[src/rtl/add_sub_seq_pkg.sv]
// Shared types and constants for the nibble-serial add/sub sequencer.
// Optional feature: define ADD_SUB_SEQ_OVF_EN to build the signed-overflow output.
package add_sub_seq_pkg;

  localparam int NIBBLE_W = 4;
  localparam int NUM_REQ  = 2;

  typedef enum logic [1:0] {
    IDLE = 2'd0,
    CALC = 2'd1,
    DONE = 2'd2
  } state_t;

  typedef logic req_id_t;

endpackage

[src/rtl/nibble_add_sub_slice.sv]
// 4-bit combinational adder slice shared by the sequencer.
// Subtraction is handled by the parent: it inverts b and seeds cin with 1.
module nibble_add_sub_slice
  import add_sub_seq_pkg::*;
(
  input  logic [NIBBLE_W-1:0] a,
  input  logic [NIBBLE_W-1:0] b,
  input  logic                cin,
  output logic [NIBBLE_W-1:0] sum,
  output logic                cout
);

  // Plain ripple add with one extra bit to capture the carry out
  always_comb begin
    {cout, sum} = {1'b0, a} + {1'b0, b} + {{NIBBLE_W{1'b0}}, cin};
  end

endmodule

[src/rtl/add_sub_sequencer.sv]
// Arbitrates two requesters onto one 4-bit add/sub slice and walks the slice
// over NIBBLES cycles with a registered carry to build a W-bit result.
// Optional feature: define ADD_SUB_SEQ_OVF_EN to add the rsp_ovf output.
module add_sub_sequencer
  import add_sub_seq_pkg::*;
#(
  parameter  int NIBBLES = 4,
  localparam int W       = NIBBLE_W * NIBBLES
) (
  input  logic                 clk,
  input  logic                 rst_n,
  input  logic [NUM_REQ-1:0]   req_valid,
  output logic [NUM_REQ-1:0]   req_ready,
  input  logic [NUM_REQ*W-1:0] req_a,
  input  logic [NUM_REQ*W-1:0] req_b,
  input  logic [NUM_REQ-1:0]   req_sub,
  output logic                 rsp_valid,
  input  logic                 rsp_ready,
  output logic                 rsp_id,
  output logic [W-1:0]         rsp_sum,
  output logic                 rsp_cout,
`ifdef ADD_SUB_SEQ_OVF_EN
  output logic                 rsp_ovf,
`endif
  output logic                 busy
);

  localparam int IDX_W = (NIBBLES > 1) ? $clog2(NIBBLES) : 1;
  localparam logic [IDX_W-1:0] LAST_IDX = IDX_W'(NIBBLES - 1);

  state_t              state;
  req_id_t             lp;
  req_id_t             grant;
  logic [W-1:0]        a_q;
  logic [W-1:0]        b_q;
  logic                sub_q;
  logic [IDX_W-1:0]    idx;
  logic                carry;
  logic [NIBBLE_W-1:0] slice_a;
  logic [NIBBLE_W-1:0] slice_b;
  logic [NIBBLE_W-1:0] slice_sum;
  logic                slice_cout;

  // Round-robin pick: on a tie the requester not granted last time wins
  always_comb begin
    grant = req_valid[1];
    if (&req_valid) begin
      grant = ~lp;
    end
  end

  // Only the granted requester sees ready, and only while idle
  always_comb begin
    req_ready = '0;
    if (state == IDLE && (|req_valid)) begin
      req_ready[grant] = 1'b1;
    end
  end

  // Present the current nibble to the slice; b is inverted for subtract
  always_comb begin
    slice_a = a_q[idx*NIBBLE_W +: NIBBLE_W];
    slice_b = b_q[idx*NIBBLE_W +: NIBBLE_W] ^ {NIBBLE_W{sub_q}};
  end

  nibble_add_sub_slice u_slice (
    .a    (slice_a),
    .b    (slice_b),
    .cin  (carry),
    .sum  (slice_sum),
    .cout (slice_cout)
  );

  assign rsp_valid = (state == DONE);
  assign busy      = (state != IDLE);

  // Main sequencer: accept, iterate the slice nibble by nibble, then hold the response
  always_ff @(posedge clk or negedge rst_n) begin
    if (!rst_n) begin
      state    <= IDLE;
      lp       <= 1'b1;
      a_q      <= '0;
      b_q      <= '0;
      sub_q    <= 1'b0;
      idx      <= '0;
      carry    <= 1'b0;
      rsp_sum  <= '0;
      rsp_cout <= 1'b0;
      rsp_id   <= 1'b0;
`ifdef ADD_SUB_SEQ_OVF_EN
      rsp_ovf  <= 1'b0;
`endif
    end else begin
      case (state)
        IDLE: begin
          if (|req_valid) begin
            a_q    <= grant ? req_a[2*W-1:W] : req_a[W-1:0];
            b_q    <= grant ? req_b[2*W-1:W] : req_b[W-1:0];
            sub_q  <= req_sub[grant];
            carry  <= req_sub[grant];
            idx    <= '0;
            rsp_id <= grant;
            lp     <= grant;
            state  <= CALC;
          end
        end
        CALC: begin
          rsp_sum[idx*NIBBLE_W +: NIBBLE_W] <= slice_sum;
          carry <= slice_cout;
          if (idx == LAST_IDX) begin
            rsp_cout <= slice_cout;
`ifdef ADD_SUB_SEQ_OVF_EN
            rsp_ovf  <= (a_q[W-1] == (b_q[W-1] ^ sub_q)) &&
                        (slice_sum[NIBBLE_W-1] != a_q[W-1]);
`endif
            state    <= DONE;
          end else begin
            idx <= idx + 1'b1;
          end
        end
        DONE: begin
          if (rsp_ready) begin
            state <= IDLE;
          end
        end
        default: begin
          state <= IDLE;
        end
      endcase
    end
  end

endmodule
[config.mk]
export PLATFORM = sky130hd
export DESIGN_NAME = add_sub_sequencer
export DESIGN_NICKNAME = d
export VERILOG_FILES = /design/src/rtl/add_sub_seq_pkg.sv /design/src/rtl/nibble_add_sub_slice.sv /design/src/rtl/add_sub_sequencer.sv
export SDC_FILE = /design/constraint.sdc
export NUM_CORES = 1
export LEC_CHECK = 0
export BUFFER_PORTS_ARGS = -buffer_cell sky130_fd_sc_hd__clkbuf_2
export CORE_ASPECT_RATIO = 1.2
export CORE_MARGIN = 1
export CORE_UTILIZATION = 44
export DETAILED_ROUTE_END_ITERATION = 8
export PLACE_DENSITY = 0.72
export SLEW_MARGIN = 5
export SYNTH_ARGS = -nofsm -noshare
export SYNTH_HDL_FRONTEND = slang
export SYNTH_HIERARCHICAL = 1
export SYNTH_SLANG_ARGS = --single-unit
[constraint.sdc]
create_clock -name clk -period 2.55 [get_ports clk]
set_input_delay 0.51 -clock clk [delete_from_list [all_inputs] [get_ports clk]]
set_output_delay 0.51 -clock clk [all_outputs]
set_load 0.03 [all_outputs]
======== Word level (Yosys, flattened, before mapping) ========
Index checks and enable logic that the tools add are counted.
operators by class
  $add $sub $neg .......................... 4
  order comparisons ....................... 2
  equal/unequal tests ..................... 7
  shift-type cells ........................ 4
  mux-type cells .......................... 18
  bitwise operators ....................... 2
  reductions and logical operators ........ 12
operators by type and width
  cell                                                                      count
  4-bit negation with 34-bit output                                         1
  4-bit by 34-bit variable shift with 16-bit output (first input constant)  1
  4-bit by 34-bit indexed part select with 16-bit output                    1
  16-bit 2-to-1 mux                                                         2
  16-bit by 5-bit indexed part select with 4-bit output                     2
  16-bit bitwise mux                                                        1
  2-bit 2-to-1 mux                                                          6
  2-bit AND reduction                                                       4
  2-bit case mux with 3 select lines                                        1
  3-bit AND reduction                                                       2
  4-bit by 4-bit adder with 5-bit output                                    1
  5-bit by 1-bit adder with 5-bit output                                    1
  1-bit 2-to-1 mux                                                          5
  2-bit == test (second input constant)                                     2
  2-bit by 1-bit inequality test with 1-bit output (second input constant)  2
  2-bit inequality test (second input constant)                             2
  2-bit case mux with 2 select lines                                        1
  2-bit nonzero test                                                        2
  4-bit bitwise XOR                                                         1
  2-bit by 1-bit adder with 2-bit output (second input constant)            1
  2-bit by 1-bit == test with 1-bit output (second input constant)          1
  1-bit logical AND                                                         2
  2-bit logical NOT                                                         1
  1-bit by 2-bit < comparator with 1-bit output (second input constant)     1
  5 further kinds                                                           5
storage, ports and cells
  bits in registers ....................... 57
  output and inout port bits .............. 22
  logic and storage cells ................. 59

======== Depth between registers and ports, before layout ========
Gate-level depths: netlist of run 1.
  word-level depth ........................ 7
  depth in mapped cells ................... 11

======== Modules after synthesis ========
The synthesis of run 1 kept the hierarchy.
modules (own cells, without submodules)
  module                instances  cells an instance  area each (µm²)  sequential area each (µm²)
  add_sub_sequencer     1          229                2,830.2          1,427.6
  nibble_add_sub_slice  1          16                 143.9            0.0

======== Worst setup path after synthesis of run 1 ========
No wires, ideal clock.
  path kind ............................... reg2reg
  start point ............................. register idx[0]
  end point ............................... register rsp_cout
  setup time .............................. 0.125 ns
  arrival ................................. 2.401 ns
  required time ........................... 2.425 ns
  slack ................................... 0.025 ns
  stages on the path, launching flop included .. 10
  clock period less this slack ............ 2.525 ns
  cells stage by stage .................... dfrtp_1 buf_6 mux4_2 fa_1 inv_1 fa_1 nor2b_1 o21ai_0 nand2b_1 mux2_2
RTL lines
  what                                                   RTL line                    RTL
  start, declared                                        add_sub_sequencer.sv:37     logic [IDX_W-1:0] idx;
  start signal, assigned                                 add_sub_sequencer.sv:118    idx <= idx + 1'b1;
  16-bit by 5-bit indexed part select with 4-bit output  add_sub_sequencer.sv:62     slice_a = a_q[idx*NIBBLE_W +: NIBBLE_W];
  via slice_a[0]                                         add_sub_sequencer.sv:39     logic [NIBBLE_W-1:0] slice_a;
  4-bit by 4-bit adder with 5-bit output                 nibble_add_sub_slice.sv:15  {cout, sum} = {1'b0, a} + {1'b0, b} + {{NIBBLE_W{1'b0}}, cin};
  5-bit by 1-bit adder with 5-bit output                 nibble_add_sub_slice.sv:15
  via slice_cout                                         add_sub_sequencer.sv:42     logic slice_cout;
  end signal, assigned                                   add_sub_sequencer.sv:111    rsp_cout <= slice_cout;
  end, declared                                          add_sub_sequencer.sv:21     output logic rsp_cout,
The timed path passes the listed nets, and every way through them passes these cells.
A chain may end at the register's enable or synchronous reset.

======== Worst setup path in the final report of run 1 ========
  start point ............................. register idx[0]
  end point ............................... register rsp_cout
between the ends
  cells in the longest elaborated chain, start to end .. 4
RTL lines
  what                                                   RTL line                    RTL
  16-bit by 5-bit indexed part select with 4-bit output  add_sub_sequencer.sv:63     slice_b = b_q[idx*NIBBLE_W +: NIBBLE_W] ^ {NIBBLE_W{sub_q}};
  4-bit bitwise XOR                                      add_sub_sequencer.sv:63
  via slice_b[0]                                         add_sub_sequencer.sv:40     logic [NIBBLE_W-1:0] slice_b;
  4-bit by 4-bit adder with 5-bit output                 nibble_add_sub_slice.sv:15
  5-bit by 1-bit adder with 5-bit output                 nibble_add_sub_slice.sv:15
  via slice_cout                                         add_sub_sequencer.sv:42
The timed path passes the listed nets, and every way through them passes these cells.

==> out/qor.yml, run 1 <==
status: "finished clean"
vias: 2358
final_area_mm2: 0.003746
crit_fanout: 3
grt_max_degree: 57
grt_overflow: 0
drive_gt1_frac: 0.4195
post-route-period-util: 0.9567
final.min_clock_period_ps: 2440
crit_required_ps: 2770
ys_warn_count: 6
wire_per_inst_um: 15.53
synth_seq_cells: 57
worstSetupStartpointType: "register"
fp.dieH_um: 92.06
nFillCells: 600
dpl.hpwl_mm: 5.042
worstSetupPathType: "reg -> reg"
p_per_area_mw_per_mm2: 1456
ir_drop_uv: 646.5
grt_pass1_vias: 2284
finalHoldViolCount: 0
clk_latency_ps: 330
synthCells: 245
yosys.area.top_type: "dfrtp_1"
antenna_found_initial: 0
slew_violations: 0
critical_path_arrival_ps: 2660
dieArea_mm2: 0.007093
die_w_um: 77.05
diodes: 0
vias_per_cell: 5.446
cts_tree: "done"
r2r_cells: 9
min-delay-path-class: "in -> reg"
final_common_cell: "clkbuf_2"
cts-root-buf: "clkbuf_8"
drt-initial-drc-count: 132
whs_ps: 368.3
dr.pass1.iters: 4
cts_buffers: 9
hold_path_depth: 2
syn_avg_cell_area_um2: 12.14
cp-end-kind: "register"
skew_ps: 5.644
fin_nets: 425
drt-total-wl_mm: 6.723
grt_pass1_wl_mm: 10.94
power_mw: 5.455
clk_pin_slew_ps: 60
fmax_ghz: 0.4099
multi_input_area_mm2: 0.001418
drc: 0
regArea_mm2: 0.001429
finalSetupViolations: 0
tightest_slew_ps: 430.8
h-tree-depth: 3
synth_seq_area_share: 0.4800
syn_area_mm2: 0.002974
final_cell_mix: "clkbuf_2 (92), dfrtp_1 (55), and3_1 (33)"
leakage_nw: 1.958
numClockSinks: 57
rows: 32
placed_area_mm2: 0.003526
synth.distinct_cells: 40
grt_use_total: 0.2043
finalSetupTns_ps: 0
final_antenna_net_count: 0
gp_congestion: 0.7921
relSlewSlack: 0.7121
synth_top_area_share: 0.4712
io_pins: 93
syn_nets: 327
cts.path.max_buffers: 2
ys_top_cells_by_area: "dfrtp_1 (47%), a221o_1 (11%), and3_1 (6.9%)"
portBuffers: 92
syn2layout_area_growth_pct: 25.96
initial_core_util: 0.4585
maxCapViolations: 0
core_mm2: 0.006486
-- power by group --
part	internal, mW	leakage, nW	switching, mW
Combinational	1.41	1.14	1.67
Clock	0.401	0.0932	0.336
Sequential	1.32	0.726	0.319
Total	3.13	1.96	2.33
-- worst max-delay path, stage by stage (launching register included) --
cell	delay [ps]
dfrtp_2	410
mux4_2	530
xor2_1	180
fa_2	370
inv_1	80
fa_2	220
nor2b_1	50
o21ai_0	140
nand2b_1	90
mux2_2	260
-- worst paths after layout --
kind,start,to,slack [ps]
max in group asynchronous,rst_n,lp$_DFFE_PN1P_,1530
worst max-delay path,idx[0]$_DFFE_PN0P_,rsp_cout$_DFFE_PN0P_,110
min in group asynchronous,rst_n,a_q[0]$_DFFE_PN0P_,510
worst max register to register,idx[0]$_DFFE_PN0P_,rsp_cout$_DFFE_PN0P_,110
worst min register to register,rsp_id$_DFFE_PN0P_,rsp_id$_DFFE_PN0P_,470
worst min-delay path,rsp_ready,state[1]$_DFFE_PN0P_,370
-- synth_stat cells --
master    number
nand2b_1       4
a21boi_2       1
mux2_2         2
mux4_2         8
and4bb_2       1
buf_1          1
xnor2_1        2
nand3b_1       4
dfrtp_1       56
and3_1        33
a21oi_1        1
nand3b_2       1
buf_4          1
a21o_1         3
a221o_1       32
nor2_4         1
nand2_1       17
nor3b_1        2
buf_2          5
or2_2          2
nor4bb_1       1
inv_2          1
a22o_1         9
o21ai_0       11
inv_1          8
a31oi_1        1
mux2i_1        1
nor2_1         2
dfstp_2        1
a21bo_2        1
and2_1         1
a21oi_2        1
nor2b_1        1
buf_6          4
fa_1           2
ha_1           9
clkbuf_1       7
nor4_4         1
xor2_1         4
nor4b_2        2
-- cells by family (layout without fill, tap and decap cells) --
| group | Yosys count | after routing | synth area share |
|---|---|---|---|
| xor gates and xnor gates | 6 | 6 | 0.01767 |
| adders and majority gates | 11 | 11 | 0.05133 |
| AOI/OAI and AO/OA | 60 | 60 | 0.1742 |
| DFF | 57 | 57 | 0.4800 |
| buffers and inverters | 27 | 130 | 0.04754 |
| and+or+nand+nor | 73 | 73 | 0.1578 |
| muxes | 11 | 11 | 0.07152 |
-- what timing repair did --
item,4_1_cts,5_1_grt
gates resized for setup,0,5
hold buffers,1,0
setup endpoints to repair,2,10
buffers inserted,0,3
hold endpoints to repair,1,0
pin swaps,0,0
-- sequential cells by signal, summed over array words and instances (netlist names), 2 cells and up --
signal / count
a_q: 16
b_q: 16
rsp_sum: 16
state: 2
idx: 2
-- per-stage QoR --
step / utilization / setup slack (ps) / cells
4_1_cts: 0.5720 / -19.53 / 430
6_report: 0.5775 / 110.5 / 433
5_1_grt: 0.5775 / -6.138 / 433
3_5_place_dp: 0.5436 / -21.60 / 413
3_3_place_gp: 0.5436 / 76.91 / 413
2_1_floorplan: - / 24.59 / 245
-- final cells by class --
cell class                 count  share of cell area
multi-input combinational    161              0.3784
clock inverter                 3            0.004008
tap                           85             0.02839
clock buffer                  13             0.04242
sequential                    57              0.3814
timing repair buffer         105              0.1563
inverter                       9            0.009018
-- per-layer routing --
metal	vias to the layer above	wire length [um]	GRT usage
met5	-	0	0
li1	1132	-	-
met4	0	202	0.1195
met3	18	328	0.04080
met1	1124	2912	0.2596
met2	84	3279	0.3229
No activity file was read; power rests on OpenSTA's default activity.
==> run 2: changes to the inputs <==
--- a/config.mk
+++ b/config.mk
@@ -10,7 +10,7 @@
 export CORE_MARGIN = 1
 export CORE_UTILIZATION = 44
 export DETAILED_ROUTE_END_ITERATION = 8
-export PLACE_DENSITY = 0.72
+export PLACE_DENSITY = 0.69
 export SLEW_MARGIN = 5
 export SYNTH_ARGS = -nofsm -noshare
 export SYNTH_HDL_FRONTEND = slang
==> constraint.sdc (replaced) <==
create_clock -name clk -period 2.3 [get_ports clk]
set_input_delay 0.46 -clock clk [delete_from_list [all_inputs] [get_ports clk]]
set_output_delay 0.46 -clock clk [all_outputs]
set_load 0.03 [all_outputs]
==> run 2 against run 1 <==
Net effect:
- clock skew barely moved
- the flow now finishes with violations (negative setup slack)
- die area unchanged
- largest cell class is now multi-input gates
- critical path depth unchanged
- worst hold slack lost 290 ps
- maximum frequency rose by 5.2%
- register-to-register slack worse by 130 ps
==> out/qor.yml, run 2 (synthesis results as in run 1) <==
status: "finished with violations"
violations: "negative setup slack"
core_mm2: 0.006486
final_area_mm2: 0.003846
drt-total-wl_mm: 7.081
p_per_area_mw_per_mm2: 1662
cts.path.max_buffers: 2
clk_latency_ps: 340
holdBufCountCts: 0
ff2ff_setup_slack_ps: -20
io_pins: 93
skew_ps: 5.770
share_comb_of_total_power: 0.579
grt_use_total: 0.2170
internal_power_mw: 3.713
clk_pin_slew_ps: 60
numClockSinks: 57
dp_slack_ps: -49.76
initial_core_util: 0.4585
syn2layout_area_growth_pct: 29.32
vias_per_cell: 5.565
finalSetupViolations: 2
power_mw: 6.391
final_util: 0.5930
crit_chain: "mux4_2, xor2_2, fa_2, inv_2, fa_2, nor2b_1, o21ai_1, nand2b_1, mux2_2"
placed_area_mm2: 0.003607
cts_tree: "done"
worstSetupStartpointType: "register"
cts_buffers: 9
tightest_slew_ps: 510.4
antenna_found_initial: 0
drive_gt1_frac: 0.4494
slew_violations: 0
drt-initial-drc-count: 145
final_antenna_net_count: 0
use_met3: 0.06567
grt_pass1_vias: 2449
final_cell_mix: "clkbuf_2 (92), dfrtp_1 (54), and3_1 (33)"
cts-root-buf: "clkbuf_8"
fp.dieH_um: 92.06
final_common_cell: "clkbuf_2"
worst_slack_ps: -18.39
dpl.hpwl_mm: 5.318
path_delay_family: "multiplexers"
rsz0062_at_grt: "true"
maxCapViolations: 0
leakage_nw: 2.008
cp_common_cell: "fa_2"
fin_nets: 433
slowest_stage: "mux4_2"
dr.pass1.iters: 4
final.min_clock_period_ps: 2318
relSlewSlack: 0.6598
worstSetupPathType: "reg -> reg"
vias: 2454
p_seq_frac: 0.281
p_sw_frac: 0.4191
post-route-period-util: 1.008
crit_required_ps: 2520
top_regs: "a_q x16, b_q x16, rsp_sum x16"
rows: 32
portBuffers: 92
min-delay-path-class: "in -> async"
cp-end-kind: "register"
fmax_ghz: 0.4313
switchingPower_mw: 2.678
grt_pass1_wl_mm: 11.69
path_buf_inv: 1
grtUsageMet1: 0.2647
die_w_um: 77.05
wire_per_inst_um: 16.06
dieArea_mm2: 0.007093
drc: 0
gp_congestion: 0.7973
critical_path_arrival_ps: 2540
use_met2: 0.3571
grt.busiest_layer: "met2"
ir_drop_uv: 808.8
diodes: 0
crit_fanout: 3
grt_max_degree: 33
finalHoldViolCount: 0
critical_path.max_stage_delay_ps: 530
grt_overflow: 0
h-tree-depth: 3
p_clk_frac: 0.140
-- run 2: cell types whose count changed in the layout (fill, tap and decap cells not counted), moves of 2 or more --
cell / before / now
buf_6: 0 / 2
o21ai_1: 0 / 5
xor2_2: 0 / 2
xor2_1: 4 / 2
o21ai_0: 11 / 6
clkbuf_8: 11 / 13
buf_4: 10 / 17
-- run 2: through the flow --
| step | hold WS, ps | instances | TNS [ps] |
|---|---|---|---|
| floorplan | 164.4 | 245 | -62.69 |
| global placement | 453.0 | 422 | -14.98 |
| detailed placement | 450.0 | 422 | -205.0 |
| CTS | 89.29 | 438 | -48.52 |
| global route | 93.56 | 441 | -894.4 |
| finish | 79.60 | 441 | -21.80 |
-- run 2: cell type report --
type	instances	area, um2
clock buffer	14	182.7
clock inverter	2	10.01
fill	563	2640
inverter	9	33.78
multi-input combinational	161	1433
sequential	57	1430
tap	85	106.4
timing repair buffer	113	650.6
-- run 2: what timing repair did --
action,in CTS,in global routing
buffers inserted,0,3
setup endpoints to repair,9,15
pin swaps,4,4
endpoints found under the hold margin,0,0
resized for setup,4,3
-- run 2: path summary, 6_finish.rpt --
check / startpoint / end / cells past startpoint
worst max-delay path: idx[0]$_DFFE_PN0P_ / rsp_cout$_DFFE_PN0P_ / 9
worst min-delay path: rst_n / a_q[5]$_DFFE_PN0P_ / 1
worst max register to register: idx[0]$_DFFE_PN0P_ / rsp_cout$_DFFE_PN0P_ / 9
worst min register to register: rsp_sum[8]$_DFFE_PN0P_ / rsp_sum[8]$_DFFE_PN0P_ / 2
max in group asynchronous: rst_n / a_q[10]$_DFFE_PN0P_ / 2
min in group clk: rsp_ready / state[1]$_DFFE_PN0P_ / 2
-- run 2: layer usage --
layer	wire (um)	vias up
met3	393	16
li1	-	1151
met5	0	-
met1	3059	1202
met4	178	0
met2	3449	85
-- run 2: power by group through the flow --
| stage | logic [mW] | clock network (mW) | registers (mW) |
|---|---|---|---|
| after floorplan | 2.42 | 0 | 1.92 |
| after global placement | 3.51 | 0 | 1.80 |
| after detailed placement | 3.59 | 0 | 1.80 |
| after CTS | 3.69 | 0.903 | 1.80 |
| after global routing | 4.04 | 0.958 | 1.85 |
| final | 3.70 | 0.896 | 1.80 |
==> run 3: changes to the inputs <==
==> constraint.sdc (replaced) <==
create_clock -name clk -period 2.5 [get_ports clk]
set_input_delay 0.5 -clock clk [delete_from_list [all_inputs] [get_ports clk]]
set_output_delay 0.5 -clock clk [all_outputs]
set_load 0.03 [all_outputs]
==> run 3 against run 2 <==
Net effect:
- final cell count down 1.8%
- critical path depth is the same
- wire length fell by 3.8%
- clock skew about the same
- flip-flop and latch count unchanged
- highest routed layer unchanged
- largest cell class unchanged
- total power down 12%
- the run now ends clean
==> out/qor.yml, run 3 (synthesis results as in run 1) <==
status: "finished clean"
gp_congestion: 0.8016
core_mm2: 0.006486
fin_nets: 425
die_w_um: 77.05
cp_common_cell: "fa_2"
whs_ps: 245.9
crit_fanout: 4
maxCapViolations: 0
drive_gt1_frac: 0.4310
rows: 32
slew_violations: 0
drc: 0
fp.dieH_um: 92.06
relSlewSlack: 0.4576
final_area_mm2: 0.003737
post-route-period-util: 0.9548
cp-end-kind: "register"
io_pins: 93
grt_overflow: 0
place_inst: 416
critical_path_arrival_ps: 2610
p_per_area_mw_per_mm2: 1511
nFillCells: 596
tightest_slew_ps: 813.7
finalSetupTns_ps: 0
finalSetupViolations: 0
stdcell_count: 433
skew_ps: 6.161
grt_pass1_wl_mm: 11.28
clk_pin_slew_ps: 60
syn2layout_area_growth_pct: 25.66
crit_chain: "mux4_2, xor2_1, fa_2, inv_2, fa_2, nor2b_1, o21ai_1, nand2b_1, mux2_2"
dr.pass1.iters: 4
leakage_nw: 1.957
grt_pass1_vias: 2351
crit_required_ps: 2730
placed_area_mm2: 0.003525
critical_path.max_stage_delay_ps: 510
grt_max_degree: 35
drt-initial-drc-count: 93
clk_latency_ps: 340
dpl.hpwl_mm: 5.168
final_cell_mix: "clkbuf_2 (92), dfrtp_1 (55), and3_1 (33)"
ir_drop_uv: 784.5
final_common_cell: "clkbuf_2"
h-tree-depth: 3
wire_per_inst_um: 15.73
cts_buffers: 9
fmax_ghz: 0.4189
diodes: 0
vias_per_cell: 5.517
top_regs: "a_q x16, b_q x16, rsp_sum x16"
finalHoldViolCount: 0
final.min_clock_period_ps: 2387
grt_use_total: 0.2103
cts.path.max_buffers: 2
cts_tree: "done"
final_antenna_net_count: 0
slowest_stage: "mux4_2"
worstSetupStartpointType: "register"
dieArea_mm2: 0.007093
initial_core_util: 0.4585
min-delay-path-class: "in -> async"
drt-total-wl_mm: 6.812
vias: 2389
antenna_found_initial: 0
cts-root-buf: "clkbuf_8"
worstSetupPathType: "reg -> reg"
numClockSinks: 57
portBuffers: 92
[run 3: what timing repair did]
action | CTS | global route
buffers inserted | 0 | 1
gates resized for setup | 0 | 9
endpoints found under the setup margin | 0 | 12
hold buffers | 0 | 0
[run 3: per-stage QoR]
step | power, mW | setup WS (ps) | util
floorplan | 3.917 | 52.28 | -
global placement | 4.644 | 54.64 | 0.5434
detailed placement | 4.694 | 16.52 | 0.5434
CTS | 5.476 | 9.221 | 0.5702
global route | 6.082 | -9.343 | 0.5762
finish | 5.646 | 113.0 | 0.5762
[run 3: cell type report]
type | instances | area (um2) | share of cell area
clock buffers | 13 | 158.9 | 0.04252
flip-flops and latches | 57 | 1429 | 0.3823
multi-input cells | 161 | 1433 | 0.3833
inverters | 9 | 33.78 | 0.009039
well taps | 85 | 106.4 | 0.02846
clock inverters | 3 | 15.01 | 0.004017
repair buffers | 105 | 561.8 | 0.1503
[run 3: path summary, 6_finish.rpt]
check / from / cells past startpoint / slack, ps / to
worst max-delay path: idx[0]$_DFFE_PN0P_ / 9 / 110 / rsp_cout$_DFFE_PN0P_
worst min-delay path: rst_n / 1 / 250 / a_q[4]$_DFFE_PN0P_
worst max register to register: idx[0]$_DFFE_PN0P_ / 9 / 110 / rsp_cout$_DFFE_PN0P_
worst min register to register: rsp_id$_DFFE_PN0P_ / 1 / 480 / rsp_id$_DFFE_PN0P_
max in group asynchronous: rst_n / 2 / 1600 / b_q[12]$_DFFE_PN0P_
min in group clk: rsp_ready / 2 / 350 / state[1]$_DFFE_PN0P_
[run 3: metal layers]
layer / track usage / share of wire / vias to the layer above
li1: - / - / 1134
met1: 0.2571 / 0.42 / 1154
met2: 0.3333 / 0.49 / 85
met3: 0.06269 / 0.053 / 16
met4: 0.1132 / 0.029 / 0
met5: 0 / 0 / -
[run 3: worst max-delay path, delay by kind of cell, from the launching register on]
kind                     cells  cell delay [ps]
AND/OR/NAND/NOR              2              140
flip-flops                   1              400
buffers and inverters        1               70
AO/OA/AOI/OAI                1              110
adder cells (fa/ha/maj)      2              610
XOR/XNOR                     1              170
multiplexers                 2              770
[run 3: power by group]
group          switching, mW  internal, mW
clock                  0.350         0.409
combinational           1.75          1.47
sequential             0.326          1.35
total                   2.42          3.22
